[config.mk]
export PLATFORM = sky130hd
export DESIGN_NAME = reg_file
export DESIGN_NICKNAME = d
export VERILOG_FILES = /design/src/rtl/reg_file_pkg.sv /design/src/rtl/reg_file_read_port.sv /design/src/rtl/reg_file.sv
export SDC_FILE = /design/constraint.sdc
export NUM_CORES = 2
export LEC_CHECK = 0
export BUFFER_PORTS_ARGS = -buffer_cell sky130_fd_sc_hd__buf_4
export CAP_MARGIN = 40
export CORE_ASPECT_RATIO = 0.5
export CORE_MARGIN = 2
export CORE_UTILIZATION = 55
export DETAILED_ROUTE_END_ITERATION = 8
export GPL_TIMING_DRIVEN = 0
export PLACE_DENSITY_LB_ADDON = 0.05
export SLEW_MARGIN = 20
export SYNTH_ARGS = -nofsm -noshare
export SYNTH_HDL_FRONTEND = slang
export SYNTH_SLANG_ARGS = --single-unit
[constraint.sdc]
create_clock -name clock -period 8.2 [get_ports clock]
set_input_delay 2.05 -clock clock [delete_from_list [all_inputs] [get_ports clock]]
set_output_delay 2.05 -clock clock [all_outputs]
set_load 0.02 [all_outputs]
[src/rtl/reg_file_pkg.sv]
// Shared sizes and types for the register file.
// Register 0 is the hardwired zero register.
package reg_file_pkg;

    localparam int DATA_WIDTH = 32;
    localparam int ADDR_WIDTH = 5;
    localparam int NUM_REGS   = 32;

    localparam logic [4:0] ZERO_REG = 5'd0;

    typedef logic [ADDR_WIDTH-1:0] reg_idx_t;
    typedef logic [DATA_WIDTH-1:0] reg_word_t;

endpackage

[src/rtl/reg_file_read_port.sv]
// One combinational read port of the register file.
// Index 0 always reads as zero, whatever the array holds.
module reg_file_read_port #(
    parameter int DATA_WIDTH = 32,
    parameter int ADDR_WIDTH = 5
) (
    input  logic [DATA_WIDTH-1:0] regs_i [2**ADDR_WIDTH],
    input  logic [ADDR_WIDTH-1:0] sel_i,
    output logic [DATA_WIDTH-1:0] data_o
);

    import reg_file_pkg::*;

    always_comb begin
        data_o = '0;
        if (sel_i != ADDR_WIDTH'(ZERO_REG)) begin
            data_o = regs_i[sel_i];
        end
    end

endmodule

[src/rtl/reg_file.sv]
// 2-read / 1-write register file with a hardwired zero register.
// Writes land on the rising edge; reads never bypass pending writes.
module reg_file #(
    parameter int DATA_WIDTH = 32,
    parameter int ADDR_WIDTH = 5
) (
    input  logic                  clock,
    input  logic                  reset,
    input  logic                  wEn,
    input  logic [ADDR_WIDTH-1:0] write_sel,
    input  logic [DATA_WIDTH-1:0] write_data,
    input  logic [ADDR_WIDTH-1:0] read_sel1,
    input  logic [ADDR_WIDTH-1:0] read_sel2,
    output logic [DATA_WIDTH-1:0] read_data1,
    output logic [DATA_WIDTH-1:0] read_data2
);

    import reg_file_pkg::*;

    localparam int NREGS = 2**ADDR_WIDTH;

    logic [DATA_WIDTH-1:0] reg_file [NREGS];
    logic [NREGS-1:0]      wr_dec;

    // One-hot write strobe; index 0 is never selected.
    always_comb begin
        wr_dec = '0;
        if (wEn && (write_sel != ADDR_WIDTH'(ZERO_REG))) begin
            wr_dec[write_sel] = 1'b1;
        end
    end

    always_ff @(posedge clock or negedge reset) begin
        if (!reset) begin
            for (int i = 0; i < NREGS; i++) begin
                reg_file[i] <= '0;
            end
        end else begin
            for (int i = 0; i < NREGS; i++) begin
                if (wr_dec[i]) begin
                    reg_file[i] <= write_data;
                end
            end
        end
    end

    reg_file_read_port #(
        .DATA_WIDTH(DATA_WIDTH),
        .ADDR_WIDTH(ADDR_WIDTH)
    ) u_rd1 (
        .regs_i(reg_file),
        .sel_i (read_sel1),
        .data_o(read_data1)
    );

    reg_file_read_port #(
        .DATA_WIDTH(DATA_WIDTH),
        .ADDR_WIDTH(ADDR_WIDTH)
    ) u_rd2 (
        .regs_i(reg_file),
        .sel_i (read_sel2),
        .data_o(read_data2)
    );

endmodule

==> results.py <==
metrics = {
    "place": {
        "place_ws_ps": 518,
        "io_buffers": 105,
        "hpwl_um": 139000,
        "place.gp.congestion": 0.965,
    },
    "synth": {
        "synthesis.nets": 3628,
        "yosys_most_used_dff": "dfrtp_1",
        "synthCells": 3578,
        "yosysTopAreaCell": "dfrtp_1",
        "syn_area_mm2": 0.0543,
        "post_synth_num_cell_types": 35,
        "yosys-top-cells-area": "dfrtp_1 (47%), mux2_2 (21%), mux4_2 (19%)",
        "synth_common_cells": "dfrtp_1 (1,024), mux2_2 (1,024), mux4_2 (448)",
        "avgSynthCellArea_um2": 15.2,
        "ys_ff_latch": 1024,
        "ys_warn_count": 0,
        "synth_seq_area_share_pct": 47.2,
        "synth_top_area_share_pct": 47.2,
        "synthArstFlopShare_pct": 100,
        "synth_edf_count": 0,
    },
    "clock_network": {
        "cts_resized": 0,
        "cts-root-buf": "clkbuf_16",
        "cts_buffers": 96,
        "clk_pin_slew_ps": 60,
        "clockBufferDepth": 3,
        "clk_latency_ps": 730,
        "cts_setup_buffers": 0,
        "cts_sinks": 1024,
        "ctsHoldBuffers": 0,
        "cts_htree_levels": 3,
        "cts_tree": "built",
    },
    "setup_path": {
        "rr_worst_depth": 1,
        "critPathTopFamily": "buffers and inverters",
        "cp.buffers_inverters": 5,
        "crit_top_cell": "clkbuf_1",
        "critPathKind": "input pin to primary output",
        "cp.arrival_ps": 5910,
        "cp.required_ps": 6150,
        "worstPathMaxFanout": 10,
        "worstPathCellList": "buf_4 > clkbuf_1 > nor2b_1 > clkbuf_1 > clkbuf_1 > a22oi_1 > a311oi_1 > buf_4",
        "critPathMaxStageDelay_ps": 800,
        "end_kind": "primary output",
        "crit_path_top_delay_cell": "a311oi_1",
        "path_depth": 8,
        "startpoint_type": "input pin",
    },
    "timing": {
        "finalSetupViolCount": 0,
        "tightestPinTransition_ps": 986,
        "final-hold-violation-count": 0,
        "rsz0062_at_grt": "no",
        "slew_viol_final": 0,
        "finalCritPeriodShare_pct": 97.1,
        "fmax_mhz": 126,
        "slew_headroom_pct": 34.2,
        "skew_ps": 0,
        "fin_crit_ps": 7960,
        "worst_slack_ps": 239,
    },
    "drt": {
        "drt_pre_antenna_iters": 6,
        "detail_route.wl_per_cell_um": 36.7,
        "via_count": 37417,
        "drtAntennaViolNets": 0,
        "viasPerCell": 7.08,
        "first_iter_violations": 4698,
        "totalWireLength_um": 194000,
        "drc_errors": 0,
    },
    "final_layout": {
        "syn2layout_area_growth_pct": 12.6,
        "finalNetCount": 3918,
        "reg.largest.list": "reg_file x1024",
        "fillers": 7412,
        "top_register": "reg_file",
        "multi_input_area_mm2": 0.0267,
        "largest_reg_flops": 1024,
        "register_area_mm2": 0.0256,
        "drive_gt1_share_pct": 50.5,
    },
    "global_routing": {
        "grt_antenna_before_repair": 12,
        "grt_max_degree": 152,
        "grt_pass1_vias": 37304,
        "grt_pass1_wl_um": 274000,
        "grtUsageTotal_pct": 38.7,
        "overflow": 0,
    },
    "floorplanning": {
        "die-area_mm2": 0.101,
        "initial_core_util_pct": 55.5,
        "fp.dieH_um": 226,
        "die_x_um": 448,
        "ios": 114,
        "row_count": 81,
        "core_mm2": 0.0978,
    },
    "run_status": {
        "status": "completed",
    },
    "pwr": {
        "ir_drop_mv": 0.161,
        "power_density_mw_per_mm2": 241,
        "p_total_mw": 14.7,
        "leakagePower_nw": 26.6,
    },
    "hold_path": {
        "hp-class": "flip-flop to flip-flop",
        "holdPathStages": 1,
    },
    "run": {
        "cap_violations": 0,
    },
}
## cell type report
| class | instances | area share [%] |
|---|---|---|
| multi-input combinational | 2129 | 43.6 |
| sequential | 1024 | 41.9 |
| clock buffer | 138 | 4.72 |
| buffer | 423 | 3.28 |
| timing repair buffer | 192 | 3.14 |
| tap | 1328 | 2.72 |
| clock inverter | 39 | 0.573 |
| antenna | 7 | 0.0286 |
| inverter | 2 | 0.0123 |
## per-stage QoR
step / utilization (%) / area, um2 / hold WS [ps] / cells / TNS [ps]
CTS: 62.1 / 60800 / 484 / 5240 / 0
global placement: 58.0 / 56700 / 456 / 5011 / -6959380
finish: 62.5 / 61200 / 481 / 5282 / 0
floorplan: - / 54300 / 441 / 3578 / 0
detailed placement: 58.8 / 57500 / 465 / 5063 / 0
global route: 62.5 / 61100 / 504 / 5277 / 0
## report_power, final
part / switching, mW / internal (mW)
sequential: 0.757 / 6.01
combinational: 1.39 / 1.82
clock: 2.13 / 2.60
## layout by cell type (no fill, tap or decap), types with 6 or more instances in the layout
| cell type | synthesis | final |
|---|---|---|
| a22oi_1 | 64 | 64 |
| o21ai_1 | 25 | 25 |
| clkbuf_16 | 0 | 99 |
| a31oi_1 | 32 | 32 |
| mux2i_1 | 192 | 192 |
| a311oi_1 | 32 | 32 |
| clkbuf_1 | 225 | 229 |
| a221oi_1 | 49 | 49 |
| clkinv_2 | 0 | 24 |
| clkinvlp_4 | 0 | 6 |
| nor2b_1 | 37 | 37 |
| dfrtp_1 | 1024 | 1024 |
| a221o_1 | 32 | 32 |
| a211oi_1 | 32 | 32 |
| mux4_2 | 448 | 448 |
| diode_2 | 0 | 7 |
| nor2_1 | 24 | 20 |
| mux2_2 | 1024 | 1024 |
| clkbuf_8 | 0 | 26 |
| buf_4 | 41 | 150 |
| buf_2 | 98 | 101 |
| buf_8 | 2 | 12 |
| o2111ai_1 | 15 | 15 |
| nand2_1 | 46 | 46 |
| buf_6 | 6 | 67 |
| clkbuf_2 | 0 | 9 |
| buf_1 | 47 | 47 |
| buf_16 | 0 | 9 |
| o21ai_0 | 56 | 56 |
## cells by family after synthesis
| group | Yosys count | share of synthesized area [%] |
|---|---|---|
| muxes | 1664 | 43.4 |
| DFF | 1024 | 47.2 |
| buffers and inverters | 425 | 3.69 |
| AOI/OAI and AO/OA | 337 | 4.58 |
| and+or+nand+nor | 128 | 1.18 |
## final timing paths
kind / start / endpoint / slack [ps]
worst max-delay path: read_sel1[3] / read_data1[11] / 240
worst min-delay path: reg_file[1001]$_DFFE_PN0P_ / reg_file[1001]$_DFFE_PN0P_ / 480
worst max register to register: reg_file[933]$_DFFE_PN0P_ / reg_file[933]$_DFFE_PN0P_ / 7380
worst min register to register: reg_file[1001]$_DFFE_PN0P_ / reg_file[1001]$_DFFE_PN0P_ / 480
max in group asynchronous: reset / reg_file[613]$_DFFE_PN0P_ / 4420
min in group asynchronous: reset / reg_file[156]$_DFFE_PN0P_ / 1220
## layer usage
metal,global-route usage (%),vias to the layer above,wire [um]
met5,0.144,-,79
met4,14.2,10,7960
met3,14.1,434,23100
met2,55.0,2224,83300
met1,54.7,20213,79600
li1,-,14536,-
Note: power is estimated with default switching activity, not from simulation.
